$ cat src/rtl/tri_fu_mul_bthseq_pkg.sv
// tri_fu_mul_bthseq_pkg: FSM state encoding, Booth triplet decode and cycle-count helper
//   state_t   IDLE=2'b00, BUSY=2'b01, DONE=2'b10
//   booth_t   {sneg, sx, sx2} row controls for one radix-4 digit
package tri_fu_mul_bthseq_pkg;
  typedef enum logic [1:0] {IDLE = 2'b00, BUSY = 2'b01, DONE = 2'b10} state_t;
  typedef struct packed {
    logic sneg;
    logic sx;
    logic sx2;
  } booth_t;
  function automatic booth_t booth_dec(input logic [2:0] t);
    booth_t d;
    d.sneg = t[2] & ~(t[1] & t[0]);
    d.sx = t[1] ^ t[0];
    d.sx2 = (t == 3'b011) | (t == 3'b100);
    return d;
  endfunction
  function automatic int ncyc(input int width, input int rows);
    return width / (2 * rows);
  endfunction
endpackage

$ cat src/rtl/tri_fu_mul_bthseq_if.sv
// tri_fu_mul_bthseq_if: operand/product valid-ready bus plus flush
//   master drives flush, i_vld, i_a, i_b, (i_c), o_rdy; slave drives i_rdy, o_vld, o_p
//   i_c exists only when TRI_FU_MUL_BTHSEQ_ACC_EN is defined
interface tri_fu_mul_bthseq_if #(parameter int WIDTH = 16);
  logic flush;
  logic i_vld;
  logic i_rdy;
  logic [WIDTH-1:0] i_a;
  logic [WIDTH-1:0] i_b;
`ifdef TRI_FU_MUL_BTHSEQ_ACC_EN
  logic [2*WIDTH-1:0] i_c;
`endif
  logic o_vld;
  logic o_rdy;
  logic [2*WIDTH-1:0] o_p;
  modport master (
`ifdef TRI_FU_MUL_BTHSEQ_ACC_EN
    output i_c,
`endif
    output flush, i_vld, i_a, i_b, o_rdy,
    input i_rdy, o_vld, o_p
  );
  modport slave (
`ifdef TRI_FU_MUL_BTHSEQ_ACC_EN
    input i_c,
`endif
    input flush, i_vld, i_a, i_b, o_rdy,
    output i_rdy, o_vld, o_p
  );
endinterface

$ cat src/rtl/tri_fu_mul_bthseq_bthrow.sv
// tri_fu_mul_bthseq_bthrow: one Booth row, triplet decode plus per-bit mux of a / 2a, conditionally inverted
//   trip  in   multiplier triplet b[2j+1:2j-1]
//   a     in   multiplicand sign-extended to WIDTH+2
//   row   out  selected multiple, ones-complemented when negative
//   sneg  out  +1 carry-in that completes the two's-complement negation
module tri_fu_mul_bthseq_bthrow
  import tri_fu_mul_bthseq_pkg::*;
#(
  parameter int WIDTH = 16
) (
  input  logic [2:0]       trip,
  input  logic [WIDTH+1:0] a,
  output logic [WIDTH+1:0] row,
  output logic             sneg
);
  booth_t d;
  assign d = booth_dec(trip);
  assign sneg = d.sneg;
  assign row = (({(WIDTH+2){d.sx}} & a) | ({(WIDTH+2){d.sx2}} & {a[WIDTH:0], 1'b0})) ^ {(WIDTH+2){d.sneg}};
endmodule

$ cat src/rtl/tri_fu_mul_bthseq.sv
// tri_fu_mul_bthseq: iterative signed radix-4 Booth multiplier, ROWS digits per cycle, one op in flight
//   nclk  in  clock, rising edge
//   rst_b in  asynchronous active-low reset
//   bus   slave modport: flush, i_vld/i_rdy/i_a/i_b/(i_c), o_vld/o_rdy/o_p
//   Define TRI_FU_MUL_BTHSEQ_ACC_EN to seed the accumulator with i_c (o_p = a*b+c).
module tri_fu_mul_bthseq
  import tri_fu_mul_bthseq_pkg::*;
#(
  parameter int WIDTH = 16,
  parameter int ROWS = 2
) (
  input logic nclk,
  input logic rst_b,
  tri_fu_mul_bthseq_if.slave bus
);
  localparam int NCYC = ncyc(WIDTH, ROWS);
  localparam int CW = NCYC > 1 ? $clog2(NCYC) : 1;
  localparam int PW = 2 * WIDTH;
  state_t state, state_nxt;
  logic [CW-1:0] cnt;
  logic [WIDTH+1:0] a_reg;
  logic [WIDTH:0] m_reg;
  logic [PW-1:0] acc, add, acc_nxt, p_reg, seed;
  logic [WIDTH+1:0] rows [ROWS];
  logic [ROWS-1:0] snegs;
  logic last, accept;
`ifdef TRI_FU_MUL_BTHSEQ_ACC_EN
  assign seed = bus.i_c;
`else
  assign seed = '0;
`endif
  assign last = cnt == CW'(NCYC - 1);
  assign bus.i_rdy = (state == IDLE) | ((state == DONE) & bus.o_rdy);
  assign accept = bus.i_vld & bus.i_rdy & ~bus.flush;
  assign bus.o_vld = state == DONE;
  assign bus.o_p = p_reg;
  assign acc_nxt = acc + add;
  // m_reg keeps b[-1] at bit 0, so row r of this cycle reads its triplet at bits 2r+2:2r
  for (genvar r = 0; r < ROWS; r++) begin : g_row
    tri_fu_mul_bthseq_bthrow #(.WIDTH(WIDTH)) u_row (
      .trip(m_reg[2*r+2:2*r]),
      .a(a_reg),
      .row(rows[r]),
      .sneg(snegs[r])
    );
  end
  always_comb begin
    add = '0;
    for (int r = 0; r < ROWS; r++)
      add = add + (({{(PW-WIDTH-2){rows[r][WIDTH+1]}}, rows[r]} + PW'(snegs[r])) << (2 * (int'(cnt) * ROWS + r)));
  end
  always_comb begin
    state_nxt = bus.flush ? IDLE
              : accept ? BUSY
              : (state == BUSY) ? (last ? DONE : BUSY)
              : ((state == DONE) & ~bus.o_rdy) ? DONE
              : IDLE;
  end
  always_ff @(posedge nclk or negedge rst_b) begin
    if (!rst_b) begin
      state <= IDLE;
      cnt <= '0;
      a_reg <= '0;
      m_reg <= '0;
      acc <= '0;
      p_reg <= '0;
    end else begin
      state <= state_nxt;
      if (accept) begin
        a_reg <= {{2{bus.i_a[WIDTH-1]}}, bus.i_a};
        m_reg <= {bus.i_b, 1'b0};
        acc <= seed;
        cnt <= '0;
      end else if ((state == BUSY) & ~bus.flush) begin
        acc <= acc_nxt;
        m_reg <= m_reg >> (2 * ROWS);
        cnt <= last ? '0 : cnt + 1'b1;
        if (last) p_reg <= acc_nxt;
      end
    end
  end
endmodule

$ cat src/flat_wrapper.sv
// flat-port wrapper written by rule: the top's interface ports become plain ports
module tri_fu_mul_bthseq_flat import tri_fu_mul_bthseq_pkg::*;
#(
  parameter int WIDTH = 16,
  parameter int ROWS = 2
)
  (nclk, rst_b, bus_flush, bus_i_vld, bus_i_a, bus_i_b, bus_o_rdy, bus_i_rdy, bus_o_vld, bus_o_p);
  tri_fu_mul_bthseq_if #(.WIDTH(WIDTH)) bus_i ();
  input logic nclk;
  input logic rst_b;
  input wire logic [$bits(bus_i.flush)-1:0] bus_flush;
  input wire logic [$bits(bus_i.i_vld)-1:0] bus_i_vld;
  input wire logic [$bits(bus_i.i_a)-1:0] bus_i_a;
  input wire logic [$bits(bus_i.i_b)-1:0] bus_i_b;
  input wire logic [$bits(bus_i.o_rdy)-1:0] bus_o_rdy;
  output wire logic [$bits(bus_i.i_rdy)-1:0] bus_i_rdy;
  output wire logic [$bits(bus_i.o_vld)-1:0] bus_o_vld;
  output wire logic [$bits(bus_i.o_p)-1:0] bus_o_p;
  assign bus_i.flush = bus_flush;
  assign bus_i.i_vld = bus_i_vld;
  assign bus_i.i_a = bus_i_a;
  assign bus_i.i_b = bus_i_b;
  assign bus_i.o_rdy = bus_o_rdy;
  assign bus_i_rdy = bus_i.i_rdy;
  assign bus_o_vld = bus_i.o_vld;
  assign bus_o_p = bus_i.o_p;
  tri_fu_mul_bthseq #(.WIDTH(WIDTH), .ROWS(ROWS)) u_core (.nclk(nclk), .rst_b(rst_b), .bus(bus_i));
endmodule
$ cat config.mk
export PLATFORM = sky130hd
export DESIGN_NAME = tri_fu_mul_bthseq_flat
export DESIGN_NICKNAME = d
export VERILOG_FILES = /design/src/rtl/tri_fu_mul_bthseq_pkg.sv /design/src/rtl/tri_fu_mul_bthseq_if.sv /design/src/rtl/tri_fu_mul_bthseq_bthrow.sv /design/src/rtl/tri_fu_mul_bthseq.sv /design/src/flat_wrapper.sv
export SDC_FILE = /design/constraint.sdc
export NUM_CORES = 1
export LEC_CHECK = 0
export ABC_AREA = 1
export ABC_CLOCK_PERIOD_IN_PS = 6900
export CAP_MARGIN = 10
export CORE_MARGIN = 5
export CORE_UTILIZATION = 60
export DETAILED_ROUTE_END_ITERATION = 6
export PLACE_DENSITY = 0.82
export SLEW_MARGIN = 15
export SYNTH_ARGS = -nofsm -noshare
export SYNTH_HDL_FRONTEND = slang
export SYNTH_SLANG_ARGS = --single-unit
$ cat constraint.sdc
create_clock -name nclk -period 6.9 [get_ports nclk]
set_input_delay 1.725 -clock nclk [delete_from_list [all_inputs] [get_ports nclk]]
set_output_delay 1.725 -clock nclk [all_outputs]
set_load 0.01 [all_outputs]
==> impl_metrics.yaml, run 1 <==
outcome:
  status: "completed"
logic_synthesis:
  synthCells: 1292
  synth_top_cell_area_share_pct: 28.50
  synth-seq-cells: 101
  ys.flop_type: "dfrtp_1"
  synth_edf_count: 0
  async_reset_ff_share_pct: 100.0
  syn_nets: 1398
  synth.avg_cell_area_um2: 6.864
  yosys_warnings: 0
  seq_area_frac_synth_pct: 28.50
  ys_types: 46
  synthTopCellsByCount: "434 x nand2_1, 154 x inv_1, 124 x nand3_1"
  yosysMostFrequentCell: "nand2_1"
  synth_area_leaders: "dfrtp_1 28%, nand2_1 18%, nand3_1 7.0%, fa_1 6.8%, inv_1 6.5%"
  yosysTopAreaCell: "dfrtp_1"
  syn_area_um2: 8869
worst_hold_path:
  hold_class: "reg -> reg"
  hold_start: "u_core.bus.o_p[26]"
setup_path:
  cp.arrival_ps: 5860
  r2r_start: "u_core.m_reg[2]"
  crit_path_frequent_cell: "nand2_1"
  path_class: "reg -> reg"
  critPathLaunchType: "flop"
  path_max_fanout: 16
  cp-end-kind: "flop"
  crit_start: "u_core.m_reg[2]"
  required_ps: 7130
  cp_slowest_cell: "ha_1"
  slowest_delay_ps: 610
clocking:
  numCtsBuffers: 9
  cts_tree: "yes"
  holdBufCountCts: 0
  clock-sinks: 101
  root_buffer: "clkbuf_16"
  cts-htree-levels: 3
  cts_setup_buffers: 0
  clk_pin_slew_ps: 70
  clk_path_buf_depth: 2
  clk_latency_ps: 360
  post_cts_resized: 0
timing:
  hold_viol_final: 0
  relSlewSlack_pct: 37.82
  maxSlewViolCount: 0
  finalSetupViolations: 0
  tightest_slew_ps: 931.7
  min_period_ps: 5623
  finalCritPeriodShare_pct: 81.49
  fmax_ghz: 0.1778
  skew_ps: 11.30
  grt_setup_unrepaired: "no"
  finalSetupTns_ps: 0
floorplanning:
  num_rows: 44
  core_area_um2: 14530
  fp.dieW_um: 131.6
  die_area_um2: 17310
  start_util_pct: 61.02
  die_h_um: 131.6
  pin_count: 71
drt:
  routed_via_density: 5.562
  drtIter0Drc: 650
  drc: 0
  drt-total-wl_um: 23500
  wire_per_inst_um: 15.40
  dr.pass1.iters: 7
  vias: 8487
  ant_nets: 0
cells_and_area:
  layout-drive-gt1-share_pct: 6.632
  antenna_cells: 0
  area_delta_synth_final_pct: 12.13
  num-nets-final: 1443
grt:
  overflow: 0
  grt_util_all_layers_pct: 27.08
  antenna_found_initial: 0
  grt_pass1_vias: 7952
  grt_max_degree: 61
  grt_pass1_wl_um: 38880
place:
  io_buffers: 70
  hpwl_um: 18630
  place.gp.congestion: 1.010
flow_run:
  drv_cap: 0
==> stage by stage <==
stage          instance area (um2)  hold slack [ps]  util (%)  instances  setup WS [ps]
2_1_floorplan                 8869            442.3         -       1292           2112
3_3_place_gp                  9662            462.6     66.48       1510           1428
3_5_place_dp                  9662            464.4     66.48       1510           1314
4_1_cts                       9945            482.9     68.42       1526           1326
5_1_grt                       9945            504.4     68.42       1526          802.7
6_report                      9945            480.7     68.42       1526           1277
==> per-layer routing <==
layer	vias up	share of wire (%)	track usage (%)	routed length [um]
met5	-	0	0	0
met4	0	3.5	11.14	819
met3	50	5.8	2.867	1370
met2	308	46	44.30	10900
met1	3896	44	36.88	10410
li1	4233	-	-	-
==> critical path: cells and delay by family, from the launching register on <==
kind / cells / cell delay, ps
adder cells (fa/ha/maj): 4 / 1720
AND/OR/NAND/NOR: 13 / 1420
AO/OA/AOI/OAI: 7 / 1280
flip-flops: 1 / 450
XOR/XNOR: 2 / 370
buffers and inverters: 3 / 230
==> layout by cell type, fill, tap and decap left out, drive strengths merged <==
| master | n |
|---|---|
| clkdlybuf4s50 | 69 |
| a21boi | 5 |
| a41oi | 1 |
| nand3b | 6 |
| o22ai | 20 |
| clkbuf | 9 |
| a22o | 3 |
| buf | 12 |
| o21ai | 94 |
| inv | 164 |
| nor3 | 12 |
| clkinv | 4 |
| xor2 | 29 |
| nand2 | 454 |
| nor2 | 57 |
| or2 | 13 |
| a21oi | 42 |
| dfrtp | 101 |
| clkinvlp | 2 |
| o211ai | 2 |
| xnor2 | 13 |
| o21bai | 4 |
| mux2i | 2 |
| nor4 | 1 |
| a21o | 4 |
| nand4 | 4 |
| a211oi | 1 |
| nand3 | 130 |
| ha | 39 |
| fa | 30 |
| a22oi | 9 |
| a31oi | 6 |
==> cell families (layout without fill, tap and decap cells) <==
| family | count (synthesis) | after routing | share of synthesized area [%] |
|---|---|---|---|
| fa+ha+maj | 69 | 69 | 12.27 |
| buf+inv | 210 | 260 | 9.382 |
| mux | 2 | 2 | 0.2257 |
| simple gates | 677 | 677 | 33.17 |
| xor+xnor | 42 | 42 | 4.148 |
| compound gates | 191 | 191 | 12.30 |
| flops | 101 | 101 | 28.50 |
==> area by class of cell <==
class / instances / area, um2
clock buffer: 9 / 225.2
sequential: 101 / 2527
clock inverter: 7 / 57.56
tap: 184 / 230.2
inverter: 163 / 611.8
timing repair buffer: 81 / 780.7
fill: 1318 / 4589
multi-input combinational: 981 / 5512
==> worst paths after layout <==
| kind | to | slack, ps | depth (start not counted) |
|---|---|---|---|
| hold / removal | u_core.bus.o_p[26] | 480 | 2 |
| hold reg to reg | u_core.bus.o_p[26] | 480 | 2 |
| min in group asynchronous | u_core.bus.o_p[10] | 1330 | 1 |
| setup / recovery | u_core.acc[25] | 1280 | 29 |
| max in group asynchronous | u_core.acc[27] | 4410 | 2 |
| setup reg to reg | u_core.acc[25] | 1280 | 29 |
Power of run 1 is left out: the tool's default activity adds up to more than one toggle a clock period on the data nets, which glitch-free logic cannot reach.
==> run 2, diff against run 1 <==
Settings changed: ABC_CLOCK_PERIOD_IN_PS 6900 to 5800.
Clock period 6.9 ns to 5.8 ns, I/O delays scaled along.
==> run 2 against run 1 <==
Via count increased by 1.2%. Routed wire length increased by 3.5%. Fmax increased by 4.3%. Sequential share of layout area decreased by 0.21 points. Critical endpoint is now u_core.acc[28]. Die area unchanged. Critical path type unchanged. Hold slack improved by 5.1 ps. Highest routed layer unchanged.
==> impl_metrics.yaml, run 2 (synthesis gave the netlist of run 1 again) <==
timing:
  min_period_ps: 5389
  grt_setup_unrepaired: "yes"
  finalSetupViolations: 0
  hold_viol_final: 0
  skew_ps: 6.954
  finalCritPeriodShare_pct: 92.91
  fmax_ghz: 0.1856
  tightest_slew_ps: 895.3
  relSlewSlack_pct: 40.25
  maxSlewViolCount: 0
  fin_ws_ps: 411.1
  finalSetupTns_ps: 0
setup_path:
  slowest_delay_ps: 510
  crit_path_frequent_cell: "nand2_1"
  path_class: "reg -> reg"
  cp_slowest_cell: "fa_1"
  required_ps: 6030
  cp.arrival_ps: 5620
  cp-end-kind: "flop"
  critPathLaunchType: "flop"
  path_max_fanout: 6
floorplanning:
  start_util_pct: 61.02
  die_area_um2: 17310
  num_rows: 44
  pin_count: 71
  core_area_um2: 14530
  die_h_um: 131.6
  fp.dieW_um: 131.6
drt:
  vias: 8591
  wire_per_inst_um: 15.85
  drt-total-wl_um: 24320
  routed_via_density: 5.597
  ant_nets: 0
  drtIter0Drc: 670
  dr.pass1.iters: 5
  drc: 0
grt:
  antenna_found_initial: 0
  grt_pass1_vias: 8075
  overflow: 0
  grt_pass1_wl_um: 40040
  grt_util_all_layers_pct: 27.86
  grt_max_degree: 54
place:
  place.gp.congestion: 1.013
  post-place-ws_ps: 387.9
  io_buffers: 70
  hpwl_um: 19190
  post_dp_cell_area_um2: 9722
clocking:
  root_buffer: "clkbuf_16"
  clk_latency_ps: 360
  numCtsBuffers: 9
  cts_tree: "yes"
  clk_path_buf_depth: 2
  clk_pin_slew_ps: 80
  clock-sinks: 101
  holdBufCountCts: 0
  cts-htree-levels: 3
cells_and_area:
  num-nets-final: 1452
  area_delta_synth_final_pct: 13.05
  final_common_cell: "nand2_1"
  antenna_cells: 0
  mostFrequentLayoutCells: "434 x nand2_1, 154 x inv_1, 124 x nand3_1"
  layout-drive-gt1-share_pct: 7.402
  final_area_um2: 10030
outcome:
  status: "completed"
worst_hold_path:
  hold_class: "reg -> reg"
flow_run:
  drv_cap: 0
-- run 2: cell types whose count changed in the layout (fill, tap and decap cells not counted) --
cell	delta
buf_4	+9
xor2_1	-1
xor2_2	+1
nor4_1	-1
o21ai_1	+3
nor4_2	+1
o21ai_0	-3
-- run 2: final timing paths --
kind,start,endpoint,slack (ps),cells after the start
setup / recovery,u_core.m_reg[2],u_core.acc[28],410,30
hold / removal,u_core.bus.o_p[13],u_core.bus.o_p[13],490,2
setup reg to reg,u_core.m_reg[2],u_core.acc[28],410,30
hold reg to reg,u_core.bus.o_p[13],u_core.bus.o_p[13],490,2
max in group asynchronous,rst_b,u_core.acc[5],3600,2
min in group asynchronous,rst_b,u_core.bus.o_p[10],1120,1
-- run 2: what timing repair did --
action / 4_1_cts / 5_1_grt
setup endpoints to repair: 0 / 8
resized for setup: 0 / 5
setup buffers: 0 / 1
-- run 2: critical path, delay by kind of cell (launching register included) --
kind	cells	cell delay [ps]
compound gates	4	730
xor+xnor	2	390
fa+ha+maj	4	1510
buf+inv	3	220
flops	1	450
simple gates	17	1960
-- run 2: layer usage --
layer	track usage [%]	vias to the layer above	wire length (um)
li1	-	4254	-
met1	37.89	3953	10930
met2	46.30	320	11310
met3	2.714	64	1245
met4	10.46	0	838
met5	0	-	0
-- run 2: stage by stage --
stage / std cells / util (%) / hold slack, ps
floorplan: 1292 / - / 442.3
global placement: 1518 / 66.89 / 462.7
detailed placement: 1518 / 66.89 / 466.4
CTS: 1534 / 68.84 / 486.2
global route: 1535 / 68.98 / 503.0
finish: 1535 / 68.98 / 485.9
-- run 2: final cells by class --
type                    instances  area (um2)
clock buffers                   9       225.2
clock inverters                 7       57.56
fillers                      1308        4508
inverters                     163       611.8
multi-input cells             981        5525
flip-flops and latches        101        2527
well taps                     184       230.2
repair buffers                 90       848.3
Power of run 2 is left out for the same reason.
==> run 3, diff against run 2 <==
Settings changed: CAP_MARGIN 10 to 20, GPL_TIMING_DRIVEN set to 0, RECOVER_POWER set to 100.
==> run 3 against run 2 <==
The run now ends with capacitance limit, slew limit left. Design area is 1.9% higher. Cell count is 2.0% higher. Hold slack worse by 9.0 ps. Register-to-register slack worse by 96 ps. Via count is 2.8% higher. First-iteration DRC count is 1.2% higher. Core utilization is 1.3 points higher. Sequential share of layout area is 0.47 points lower. Clock-buffer cell count stayed put. Die area stayed put. Sequential cell count stayed put. Non-clock buffer count is 30 higher. Critical path type unchanged. Critical endpoint is now u_core.acc[24]. Highest routed layer unchanged.
==> impl_metrics.yaml, run 3 (synthesis gave the netlist of run 1 again) <==
outcome:
  status: "finished, violations left"
  violations: "capacitance limit, slew limit"
floorplanning:
  die_area_um2: 17310
  num_rows: 44
  core_area_um2: 14530
  start_util_pct: 61.02
  fp.dieW_um: 131.6
  pin_count: 71
  die_h_um: 131.6
setup_path:
  cp-end-kind: "flop"
  cp.arrival_ps: 5730
  slowest_delay_ps: 480
  critPathLaunchType: "flop"
  crit_path_frequent_cell: "nand2_1"
  required_ps: 6050
  path_max_fanout: 10
  cp_slowest_cell: "fa_1"
  ff2ff_setup_slack_ps: 320
  path_class: "reg -> reg"
place:
  io_buffers: 70
  place.gp.congestion: 0.9877
  post_dp_cell_area_um2: 9828
  hpwl_um: 20570
timing:
  min_period_ps: 5485
  finalCritPeriodShare_pct: 94.56
  hold_viol_final: 0
  tightest_slew_ps: 2280
  maxSlewViolCount: 43
  fmax_ghz: 0.1823
  finalSetupViolations: 0
  skew_ps: 11.42
  relSlewSlack_pct: -51.98
cells_and_area:
  layout-drive-gt1-share_pct: 8.545
  final_common_cell: "nand2_1"
  area_delta_synth_final_pct: 15.25
  antenna_cells: 0
  fillers: 1311
  num-nets-final: 1482
  multi_input_area_um2: 5619
  final_area_um2: 10220
  mostFrequentLayoutCells: "430 x nand2_1, 155 x inv_1, 124 x nand3_1"
  ff_latch_area_um2: 2529
clocking:
  clk_pin_slew_ps: 80
  numCtsBuffers: 9
  cts-htree-levels: 3
  clk_path_buf_depth: 2
  root_buffer: "clkbuf_16"
  cts_tree: "yes"
  clk_latency_ps: 360
  clock-sinks: 101
grt:
  grt_pass1_wl_um: 42180
  overflow: 0
  grt_util_all_layers_pct: 29.45
  grt_max_degree: 61
  grt_pass1_vias: 8536
  antenna_found_initial: 0
worst_hold_path:
  hold_class: "reg -> reg"
drt:
  wire_per_inst_um: 16.39
  routed_via_density: 5.643
  ant_nets: 0
  dr.pass1.iters: 6
  drc: 0
  drt-total-wl_um: 25640
  vias: 8831
  drtIter0Drc: 678
flow_run:
  drv_cap: 1
run 3: changes by cell type in the layout (fill, tap and decap cells not counted), sizes merged:
cell           before  now
buf                21   23
clkbuf              9   37
clkdlybuf4s50      69   33
dlygate4sd3         0   36
clkinv              4    5
clkinvlp            2    1
run 3: metrics by stage:
stage | hold WS (ps) | setup WS (ps) | TNS [ps] | std cells | utilization (%)
global placement | 458.9 | -469.9 | -46520 | 1546 | 67.42
CTS | 480.3 | 4.809 | 0 | 1564 | 69.80
detailed placement | 460.3 | -187.9 | -1229 | 1547 | 67.62
global route | 488.7 | -3.330 | -3.330 | 1565 | 70.33
floorplan | 442.3 | 1012 | 0 | 1292 | -
finish | 476.9 | 315.4 | 0 | 1565 | 70.33
run 3: worst max-delay path: cells and delay by family (launching register included):
kind | cells | cell delay (ps)
AND/OR/NAND/NOR | 10 | 1480
adder cells (fa/ha/maj) | 4 | 1320
XOR/XNOR | 1 | 200
buffers and inverters | 6 | 680
flip-flops | 1 | 360
AO/OA/AOI/OAI | 6 | 1350
run 3: metal layers:
layer  part of all wire (%)  GRT usage [%]
met1                     43          39.93
met4                    3.4          11.31
met3                    7.2          3.670
met5                      0              0
met2                     47          48.36
run 3: worst paths after layout:
path | to | cells after the start | start
hold reg to reg | u_core.bus.o_p[28] | 2 | u_core.bus.o_p[28]
setup reg to reg | u_core.acc[24] | 27 | u_core.m_reg[0]
hold / removal | u_core.bus.o_p[28] | 2 | u_core.bus.o_p[28]
max in group asynchronous | u_core.acc[24] | 2 | rst_b
min in group asynchronous | u_core.bus.o_p[9] | 1 | rst_b
setup / recovery | u_core.acc[24] | 27 | u_core.m_reg[0]
run 3: timing repair:
action                     4_1_cts  5_1_grt
buffers inserted                 1        1
cloned                           0        0
setup endpoints to repair       14       28
resized for setup                8       32
hold buffers                     0        0
pin swaps                        1        1
run 3: final cells by class:
type	instances	area share (%)
Sequential cell	101	24.74
Clock buffer	9	2.203
Inverter	163	5.986
Clock inverter	7	0.6488
Tap cell	184	2.252
Timing Repair Buffer	73	6.990
Multi-Input combinational cell	981	54.98
Buffer	47	2.203
Power of run 3 is left out for the same reason.
